### config.mk
export PLATFORM = sky130hd
export DESIGN_NAME = inst_fetch
export DESIGN_NICKNAME = d
export VERILOG_FILES = /design/src/rtl/inst_fetch_pkg.sv /design/src/rtl/fetch_fifo.sv /design/src/rtl/inst_fetch_chk.sv /design/src/rtl/inst_fetch.sv
export SDC_FILE = /design/constraint.sdc
export NUM_CORES = 1
export LEC_CHECK = 0
export CAP_MARGIN = 10
export CORE_MARGIN = 2
export CORE_UTILIZATION = 35
export CTS_CLUSTER_SIZE = 40
export DETAILED_ROUTE_END_ITERATION = 6
export PLACE_DENSITY_LB_ADDON = 0.2
export SLEW_MARGIN = 25
export SYNTH_ARGS = -nofsm -noshare
export SYNTH_HDL_FRONTEND = slang
export SYNTH_SLANG_ARGS = --single-unit
### constraint.sdc
create_clock -name clk -period 5.15 [get_ports clk]
set_input_delay 1.03 -clock clk [delete_from_list [all_inputs] [get_ports clk]]
set_output_delay 1.03 -clock clk [all_outputs]
set_load 0.1 [all_outputs]
### src/rtl/inst_fetch_pkg.sv
// Shared CPU constants and types for the fetch stage.
// Provides the reset PC, datapath widths, the PC increment, the fetch FSM
// state type, the buffered {pc, inst} entry type and a PC alignment helper.
package inst_fetch_pkg;

    localparam int          ADDR_WIDTH   = 32;
    localparam int          INST_WIDTH   = 32;
    localparam logic [31:0] CPU_RESET_PC = 32'h0000_0000;
    localparam logic [31:0] PC_STEP      = 32'd4;

    typedef enum logic [0:0] {
        ST_BOOT = 1'b0,
        ST_RUN  = 1'b1
    } fetch_state_e;

    typedef struct packed {
        logic [ADDR_WIDTH-1:0] pc;
        logic [INST_WIDTH-1:0] inst;
    } fetch_entry_t;

    // Force a byte address onto a word boundary.
    function automatic logic [ADDR_WIDTH-1:0] align_pc(input logic [ADDR_WIDTH-1:0] a);
        return a & 32'hFFFF_FFFC;
    endfunction

endpackage

### src/rtl/fetch_fifo.sv
// Small synchronous in-order FIFO of fetched {pc, inst} entries.
// Ports: clk, rst_n (async active-low), flush (empties the FIFO, wins over
// push/pop), push/wr_entry (write tail), pop (release head), rd_entry (head,
// zero when empty), full, empty, count (current occupancy).
module fetch_fifo
    import inst_fetch_pkg::*;
#(
    parameter int DEPTH = 2
) (
    input  logic                     clk,
    input  logic                     rst_n,
    input  logic                     flush,
    input  logic                     push,
    input  fetch_entry_t             wr_entry,
    input  logic                     pop,
    output fetch_entry_t             rd_entry,
    output logic                     full,
    output logic                     empty,
    output logic [$clog2(DEPTH):0]   count
);

    localparam int PW = $clog2(DEPTH);

    fetch_entry_t  mem_q [DEPTH];
    fetch_entry_t  mem_d [DEPTH];
    logic [PW:0]   wr_ptr_q, wr_ptr_d;
    logic [PW:0]   rd_ptr_q, rd_ptr_d;

    // Pointers carry one wrap bit so full and empty are distinguishable.
    assign count    = wr_ptr_q - rd_ptr_q;
    assign empty    = (wr_ptr_q == rd_ptr_q);
    assign full     = (count == (PW+1)'(DEPTH));
    assign rd_entry = empty ? '0 : mem_q[rd_ptr_q[PW-1:0]];

    // Next storage and pointer values; flush discards everything.
    always_comb begin
        mem_d    = mem_q;
        wr_ptr_d = wr_ptr_q;
        rd_ptr_d = rd_ptr_q;
        if (flush) begin
            wr_ptr_d = {(PW+1){1'b0}};
            rd_ptr_d = {(PW+1){1'b0}};
        end else begin
            if (push && !full) begin
                mem_d[wr_ptr_q[PW-1:0]] = wr_entry;
                wr_ptr_d = wr_ptr_q + {{PW{1'b0}}, 1'b1};
            end else begin
                wr_ptr_d = wr_ptr_q;
            end
            if (pop && !empty) begin
                rd_ptr_d = rd_ptr_q + {{PW{1'b0}}, 1'b1};
            end else begin
                rd_ptr_d = rd_ptr_q;
            end
        end
    end

    // Storage and pointer registers.
    always_ff @(posedge clk or negedge rst_n) begin
        if (!rst_n) begin
            for (int i = 0; i < DEPTH; i++) begin
                mem_q[i] <= '0;
            end
            wr_ptr_q <= {(PW+1){1'b0}};
            rd_ptr_q <= {(PW+1){1'b0}};
        end else begin
            mem_q    <= mem_d;
            wr_ptr_q <= wr_ptr_d;
            rd_ptr_q <= rd_ptr_d;
        end
    end

endmodule

### src/rtl/inst_fetch_chk.sv
// Invariant checker for the fetch stage counters and buffer.
// Ports: clk, rst_n, outstanding/drop_cnt counters, fifo_push/fifo_full.
module inst_fetch_chk #(
    parameter int CW      = 3,
    parameter int MAX_OUT = 4
) (
    input logic          clk,
    input logic          rst_n,
    input logic [CW-1:0] outstanding,
    input logic [CW-1:0] drop_cnt,
    input logic          fifo_push,
    input logic          fifo_full
);

    // A live response must always find room in the buffer.
    a_no_overflow: assert property (@(posedge clk) disable iff (!rst_n)
        !(fifo_push && fifo_full));

    // Issued-but-unreturned requests never exceed the cap.
    a_out_cap: assert property (@(posedge clk) disable iff (!rst_n)
        32'(outstanding) <= 32'(MAX_OUT));

    // Only requests actually in flight can be marked for discard.
    a_drop_le_out: assert property (@(posedge clk) disable iff (!rst_n)
        drop_cnt <= outstanding);

endmodule

### src/rtl/inst_fetch.sv
// Instruction fetch stage: owns the fetch PC, issues word reads to
// instruction memory, buffers returned {pc, inst} pairs and hands them to the
// PC-update stage. A redirect flushes the buffer and discards in-flight data.
// Ports: clk, reset (async active-low); imem_req_* request port;
// imem_rsp_* in-order response port; redirect_valid/redirect_pc from the
// PC-update stage; fetch_valid/ready/pc/inst towards the PC-update stage.
module inst_fetch
    import inst_fetch_pkg::*;
#(
    parameter logic [31:0] RESET_PC        = CPU_RESET_PC,
    parameter int          FIFO_DEPTH      = 2,
    parameter int          MAX_OUTSTANDING = 4
) (
    input  logic                  clk,
    input  logic                  reset,
    output logic                  imem_req_valid,
    input  logic                  imem_req_ready,
    output logic [ADDR_WIDTH-1:0] imem_req_addr,
    input  logic                  imem_rsp_valid,
    input  logic [INST_WIDTH-1:0] imem_rsp_data,
    input  logic                  redirect_valid,
    input  logic [ADDR_WIDTH-1:0] redirect_pc,
    output logic                  fetch_valid,
    input  logic                  fetch_ready,
    output logic [ADDR_WIDTH-1:0] fetch_pc,
    output logic [INST_WIDTH-1:0] fetch_inst
);

    localparam int CW  = $clog2(MAX_OUTSTANDING + 1);
    localparam int FCW = $clog2(FIFO_DEPTH) + 1;

    fetch_state_e          state_q, state_d;
    logic [ADDR_WIDTH-1:0] fpc_q, fpc_d;
    // PC of the next live response; stays in step with fpc because responses
    // return in order and a redirect kills every older request.
    logic [ADDR_WIDTH-1:0] rpc_q, rpc_d;
    logic [CW-1:0]         outstanding_q, outstanding_d;
    logic [CW-1:0]         drop_q, drop_d;

    logic                  issue_ok_s;
    logic                  accept_s;
    logic                  live_rsp_s;
    logic                  stale_rsp_s;
    logic                  fifo_push_s;
    logic                  fifo_pop_s;
    logic                  fifo_full_s;
    logic                  fifo_empty_s;
    logic [FCW-1:0]        fifo_count_s;
    logic [CW-1:0]         live_cnt_s;
    fetch_entry_t          fifo_wr_s;
    fetch_entry_t          fifo_rd_s;

    // Buffered entries plus live in-flight requests must fit the FIFO, so a
    // live response can never meet a full buffer.
    assign live_cnt_s  = outstanding_q - drop_q;
    assign issue_ok_s  = (state_q == ST_RUN)
                      && ((32'(fifo_count_s) + 32'(live_cnt_s)) < 32'(FIFO_DEPTH))
                      && (32'(outstanding_q) < 32'(MAX_OUTSTANDING));

    assign imem_req_valid = issue_ok_s && !redirect_valid;
    assign imem_req_addr  = fpc_q;
    assign accept_s       = imem_req_valid && imem_req_ready;

    assign live_rsp_s  = imem_rsp_valid && (drop_q == {CW{1'b0}});
    assign stale_rsp_s = imem_rsp_valid && (drop_q != {CW{1'b0}});
    // A live response colliding with a redirect is itself stale.
    assign fifo_push_s = live_rsp_s && !redirect_valid;
    assign fifo_pop_s  = fetch_valid && fetch_ready;

    assign fifo_wr_s.pc   = rpc_q;
    assign fifo_wr_s.inst = imem_rsp_data;

    assign fetch_valid = !fifo_empty_s;
    assign fetch_pc    = fifo_rd_s.pc;
    assign fetch_inst  = fifo_rd_s.inst;

    fetch_fifo #(
        .DEPTH (FIFO_DEPTH)
    ) u_fifo (
        .clk      (clk),
        .rst_n    (reset),
        .flush    (redirect_valid),
        .push     (fifo_push_s),
        .wr_entry (fifo_wr_s),
        .pop      (fifo_pop_s),
        .rd_entry (fifo_rd_s),
        .full     (fifo_full_s),
        .empty    (fifo_empty_s),
        .count    (fifo_count_s)
    );

    inst_fetch_chk #(
        .CW      (CW),
        .MAX_OUT (MAX_OUTSTANDING)
    ) u_chk (
        .clk         (clk),
        .rst_n       (reset),
        .outstanding (outstanding_q),
        .drop_cnt    (drop_q),
        .fifo_push   (fifo_push_s),
        .fifo_full   (fifo_full_s)
    );

    // Next-state logic: FSM, fetch PC, return PC and request counters.
    always_comb begin
        state_d       = state_q;
        fpc_d         = fpc_q;
        rpc_d         = rpc_q;
        drop_d        = drop_q;
        outstanding_d = outstanding_q
                      + {{(CW-1){1'b0}}, accept_s}
                      - {{(CW-1){1'b0}}, imem_rsp_valid};

        case (state_q)
            ST_BOOT: state_d = ST_RUN;
            ST_RUN:  state_d = ST_RUN;
            default: state_d = ST_BOOT;
        endcase

        if (redirect_valid) begin
            // Everything still in flight after this cycle belongs to the
            // abandoned path.
            fpc_d  = align_pc(redirect_pc);
            rpc_d  = align_pc(redirect_pc);
            drop_d = outstanding_d;
        end else begin
            if (accept_s) begin
                fpc_d = fpc_q + PC_STEP;
            end else begin
                fpc_d = fpc_q;
            end
            if (live_rsp_s) begin
                rpc_d = rpc_q + PC_STEP;
            end else begin
                rpc_d = rpc_q;
            end
            if (stale_rsp_s) begin
                drop_d = drop_q - {{(CW-1){1'b0}}, 1'b1};
            end else begin
                drop_d = drop_q;
            end
        end
    end

    // State and counter registers.
    always_ff @(posedge clk or negedge reset) begin
        if (!reset) begin
            state_q       <= ST_BOOT;
            fpc_q         <= RESET_PC;
            rpc_q         <= RESET_PC;
            outstanding_q <= {CW{1'b0}};
            drop_q        <= {CW{1'b0}};
        end else begin
            state_q       <= state_d;
            fpc_q         <= fpc_d;
            rpc_q         <= rpc_d;
            outstanding_q <= outstanding_d;
            drop_q        <= drop_d;
        end
    end

endmodule

### Word-level counts from Yosys, hierarchy flattened

Cells that the tools add are included.

* register bits after elaboration: 203
* logic and storage cells: 70

* add/sub/neg operators: 10
* magnitude comparators: 5
* eq/ne operators: 2
* multiplexer cells: 17
* bitwise logic cells: 3
* reduce and logical (&&, ||, !) cells: 22

Operator list (number)
* 2-to-1 mux 64 bit: 5
* bitwise mux 128 bit: 1
* 2-to-1 mux 32 bit: 4
* adder 32 x 3 -> 32 bit (second input constant): 2
* demux 64 bit (select 1 bit): 1
* logical AND 1 bit: 11
* nonzero test 2 bit: 5
* 2-to-1 mux 2 bit: 4
* 2-to-1 mux 3 bit: 2
* adder 2 x 1 -> 2 bit (second input constant): 2
* adder 2 x 3 -> 4 bit: 1
* >= comparator 2 bit (second input constant): 2
* less-than comparator 4 x 2 -> 1 bit (second input constant): 1
* inverter 1 -> 2 bit: 2
* adder 3 x 1 -> 3 bit: 1
* zero test 1 bit: 3
* zero test 3 bit: 1
* less-than comparator 3 bit (second input constant): 1
* nonzero test 3 bit: 1
* subtractor 3 x 1 -> 3 bit: 1
* subtractor 3 x 1 -> 3 bit (second input constant): 1
* subtractor 3 bit: 1
* equality test 2 bit: 1
* equality test 2 bit (second input constant): 1
* 4 further kinds: 4

### Longest topological paths before layout

* depth after elaboration: 10
* mapped depth: 20
* gate-level depth less buffers: 19

### Cells and area by module

From an unflattened synthesis, not the netlist that was laid out.

* cells, all modules: 969
* area, all modules: 9982.1 µm²

Modules (own cells, without submodules)
* fetch_fifo: times used 1, cells each 529, area each 6009.5 µm², seq. area each 3303.2 µm²
* inst_fetch: times used 1, cells each 440, area each 3972.6 µm², seq. area each 1676.6 µm²

### Least setup slack after synthesis

No wires, ideal clock.

* path kind: register -> output
* start: register u_fifo.wr_ptr_q[0]
* end: output imem_req_valid
* arrival: 3.210 ns
* data required time: 4.120 ns
* setup slack: 0.910 ns
* cell stages (with the launch flop): 9
* path buffers: 0
* cell sequence: dfrtp_1 -> inv_1 -> ha_1 -> xor3_1 -> inv_1 -> fa_1 -> nor4_1 -> a21oi_1 -> nor2_1

* cells in the longest elaborated chain, start to end: 6

Ends and longest elaborated chain
* from (decl): RTL line fetch_fifo.sv:26 `logic [PW:0] wr_ptr_q, wr_ptr_d;`
* from (signal assigned): RTL line fetch_fifo.sv:64 `wr_ptr_q <= {(PW+1){1'b0}};`
* from (signal assigned): RTL line fetch_fifo.sv:68 `wr_ptr_q <= wr_ptr_d;`
* subtractor 2 bit: RTL line fetch_fifo.sv:30 `assign count = wr_ptr_q - rd_ptr_q;`
* adder 2 x 3 -> 4 bit: RTL line inst_fetch.sv:57 `&& ((32'(fifo_count_s) + 32'(live_cnt_s)) < 32'(FIFO_DEPTH))`
* less-than comparator 4 x 2 -> 1 bit: RTL line inst_fetch.sv:57
* logical AND 1 bit: RTL line inst_fetch.sv:57
* logical AND 1 bit: RTL line inst_fetch.sv:58 `&& (32'(outstanding_q) < 32'(MAX_OUTSTANDING));`
* logical AND 1 bit: RTL line inst_fetch.sv:60 `assign imem_req_valid = issue_ok_s && !redirect_valid;`
* to (decl): RTL line inst_fetch.sv:16 `output logic imem_req_valid,`

Every way passes these cells.

### Worst setup path after layout

* start: register u_fifo.wr_ptr_q[0]
* end: register drop_q[2]

* cells in the longest elaborated chain, start to end: 10

Ends and longest elaborated chain
* subtractor 2 bit: RTL line fetch_fifo.sv:30
* adder 2 x 3 -> 4 bit: RTL line inst_fetch.sv:57
* less-than comparator 4 x 2 -> 1 bit: RTL line inst_fetch.sv:57
* logical AND 1 bit: RTL line inst_fetch.sv:57
* logical AND 1 bit: RTL line inst_fetch.sv:58
* logical AND 1 bit: RTL line inst_fetch.sv:60
* logical AND 1 bit: RTL line inst_fetch.sv:62 `assign accept_s = imem_req_valid && imem_req_ready;`
* adder 3 x 1 -> 3 bit: RTL line inst_fetch.sv:111 `+ {{(CW-1){1'b0}}, accept_s}`
* subtractor 3 x 1 -> 3 bit: RTL line inst_fetch.sv:112 `- {{(CW-1){1'b0}}, imem_rsp_valid};`
* via outstanding_d[2]: RTL line inst_fetch.sv:37 `logic [CW-1:0] outstanding_q, outstanding_d;`
* 2-to-1 mux 3 bit: RTL line inst_fetch.sv:120 `if (redirect_valid) begin`
* to (signal assigned): RTL line inst_fetch.sv:152 `drop_q <= {CW{1'b0}};`
* to (signal assigned): RTL line inst_fetch.sv:158 `drop_q <= drop_d;`
* to (decl): RTL line inst_fetch.sv:38 `logic [CW-1:0] drop_q, drop_d;`

The timed path passes the listed nets, and every way through them passes these cells.
A chain may end at the register's enable or synchronous reset.

==> impl_metrics.py <==
metrics = {
    "run_status": {
        "status": "complete, no violations",
    },
    "placed_design": {
        "io_buffers": 161,
        "gp_congestion": 0.791,
        "dp_cells": 1346,
        "hpwl_um": 16100,
    },
    "floorplan": {
        "fp.dieH_um": 172,
        "coreArea_sq_um": 27800,
        "die_w_um": 172,
        "rows": 61,
        "initial_utilization_pct": 35.5,
        "io_pins": 168,
        "die_area_sq_um": 29500,
    },
    "timing": {
        "rsz0062_at_grt": "false",
        "hold_violations": 0,
        "period_share_pct": 87.0,
        "max_freq_mhz": 223,
        "tightest_slew_ns": 1.05,
        "relSlewSlack_pct": 29.9,
        "tns_ns": 0,
        "fin_worst_skew_ns": 0.0176,
        "post-route-min-period_ns": 4.48,
        "slew_viol_final": 0,
        "finalSetupViolations": 0,
    },
    "global_routing": {
        "overflow": 0,
        "grt_pass1_vias": 6841,
        "grt_use_total_pct": 16.5,
        "antenna_found_initial": 0,
        "grt_pass1_wl_um": 37900,
        "grt_max_degree": 113,
    },
    "synthesis": {
        "synth_seq_cells": 195,
        "synth_cells": 840,
        "seq_area_frac_synth_pct": 49.5,
        "ys_types": 66,
        "synth_area_per_cell_sq_um": 11.7,
        "yosys_warnings": 0,
        "syn_area_sq_um": 9860,
        "async_flop_share_pct": 100,
        "synth_edf_count": 0,
        "synth_ff_type": "dfrtp_1",
    },
    "clock_tree": {
        "path_clk_slew_ns": 0.08,
        "holdBufCountCts": 0,
        "cts_num_sinks": 195,
        "post_cts_resized": 0,
        "cts_tree": "built",
        "clockBufferDepth": 2,
        "cts_setup_buffers": 0,
        "ctsHtreeMaxLevel": 4,
        "cts_made_buffers": 17,
        "clock_latency_ns": 0.43,
        "cts-root-buf": "clkbuf_16",
    },
    "route": {
        "wl_met2_um": 10200,
        "topRoutingLayerUsed": "met4",
        "dr.pass1.iters": 6,
        "drt_iter0_drc": 352,
        "wl_per_cell_um": 17.2,
        "postRouteAntennaNets": 0,
        "viasPerCell": 4.97,
        "num_vias": 6853,
        "drt_wl_total_um": 23700,
        "met3_length_um": 1160,
        "drc": 0,
        "wl_met1_um": 12100,
    },
    "final_layout": {
        "final_net_count": 1070,
        "fillers": 2681,
        "drive_gt1_share_pct": 22.0,
        "layout_commonest_cell": "dfrtp_1",
        "multiInputGateArea_sq_um": 4610,
        "final_cell_mix": "dfrtp_1 (194), clkdlybuf4s50_1 (137), mux2_2 (127), nor2_1 (80), mux2i_1 (63)",
        "fin_cells": 1379,
        "antennaDiodeCount": 0,
        "register_area_sq_um": 4880,
        "area_growth_pct": 25.8,
    },
    "setup_path": {
        "worstPathArrival_ns": 4.83,
        "slowest_delay_ns": 0.59,
        "cpMaxStageDelayCell": "or4_1",
        "crit_buf_inv": 5,
        "crit_top_cell": "inv_1",
        "path_max_fanout": 10,
        "crit_type": "flop to flop",
        "crit_chain": "inv_1, ha_1, xor3_1, inv_1, fa_1, or3b_1, or4_1, nand2_8, inv_6, ha_1, inv_1, ha_1, inv_1, fa_1, xnor2_1, xnor2_1, nand2_1, o21ai_0",
        "rrSetupSlack_ns": 0.67,
        "worstPathRequired_ns": 5.50,
        "end_kind": "flop",
        "start_kind": "flop",
        "cpLargestDelayFamily": "adder cells",
    },
    "worst_hold_path": {
        "min_path_type": "primary input to asynchronous set/reset pin",
    },
    "power_and_ir_drop": {
        "peakVddDrop_mv": 0.235,
        "p_per_area_nw_per_um2": 560,
        "leakage_nw": 5.11,
    },
    "job": {
        "max_cap_violations": 0,
    },
}
==> cell usage after synthesis (5+ instances only) <==
master,number,area (sq um)
a21oi_1,15,75.1
and3_1,10,62.6
buf_1,5,18.8
buf_4,7,52.6
buf_6,12,135
clkbuf_1,19,71.3
dfrtp_1,195,4880
ha_1,9,113
inv_1,21,78.8
mux2_1,11,124
mux2_2,127,1430
mux2i_1,63,631
nand2_1,50,188
nand3_1,24,120
nand4_1,20,125
nor2_1,80,300
o2111ai_1,7,61.3
o211ai_1,14,105
o21ai_0,28,140
xnor2_1,23,201
xor2_1,23,201
==> path summary, 6_finish.rpt <==
check	endpoint	cells past startpoint	start
max	drop_q[2]	18	u_fifo.wr_ptr_q[0]
min reg2reg	u_fifo.mem_q[98]	1	u_fifo.mem_q[98]
max reg2reg	drop_q[2]	18	u_fifo.wr_ptr_q[0]
min	u_fifo.mem_q[89]	1	reset
min in group clk	u_fifo.mem_q[98]	1	u_fifo.mem_q[98]
max in group asynchronous	u_fifo.mem_q[55]	2	reset
==> sequential cells by signal, indices dropped and copies added, names as in the netlist <==
register,count
drop_q,3
state_q,1
u_fifo.mem_q,124
outstanding_q,3
imem_req_addr,30
u_fifo.rd_ptr_q,2
u_fifo.wr_ptr_q,2
rpc_q,30
==> worst reg2reg max path, delay by kind of cell (launching register included) <==
| family | cells | cell delay (ns) |
|---|---|---|
| fa+ha+maj | 5 | 1.47 |
| simple gates | 4 | 1.27 |
| xor+xnor | 3 | 0.78 |
| flops | 1 | 0.39 |
| buf+inv | 5 | 0.39 |
| compound gates | 1 | 0.11 |
==> metrics by stage <==
stage               hold slack, ns  util [%]  power [W]  worst slack [ns]  instance area (sq um)
floorplan                    0.457         -    0.00474             0.910                   9870
global placement             0.467      42.1    0.00546             0.727                  11700
detailed placement           0.475      42.1    0.00551             0.636                  11700
CTS                          0.491      44.5    0.00703             0.587                  12400
global route                 0.478      44.6    0.00733             0.387                  12400
finish                       0.489      44.6    0.00694             0.668                  12400
==> power breakdown <==
group / leakage [nW] / total [W] / switching, W / internal [W]
Sequential: 2.47 / 0.00232 / 0.000301 / 0.00202
Clock: 0.320 / 0.00150 / 0.000611 / 0.000887
Combinational: 2.32 / 0.00312 / 0.00208 / 0.00104
==> logic make-up (layout without fill, tap and decap cells) <==
family	after synthesis	after routing	share of synthesized area [%]
AO/OA/AOI/OAI	90	90	5.93
XOR/XNOR	48	48	4.49
adder cells (fa/ha/maj)	12	12	1.75
buffers and inverters	68	226	3.86
flip-flops	195	195	49.5
multiplexers	201	201	22.2
other	2	5	0.0762
AND/OR/NAND/NOR	224	224	12.2
==> routing by layer <==
metal | track usage, % | up-vias
met3 | 3.41 | 10
met2 | 24.6 | 202
met5 | 0 | -
li1 | - | 3271
met4 | 3.76 | 0
met1 | 24.7 | 3370
==> layout make-up <==
class / instances / share of cell area [%]
clock buffers: 19 / 3.57
clock inverters: 13 / 1.77
inverters: 22 / 0.706
multi-input cells: 580 / 37.2
flip-flops and latches: 195 / 39.4
well taps: 378 / 3.82
repair buffers: 172 / 13.6
Note: power is estimated with default switching activity, not from simulation.
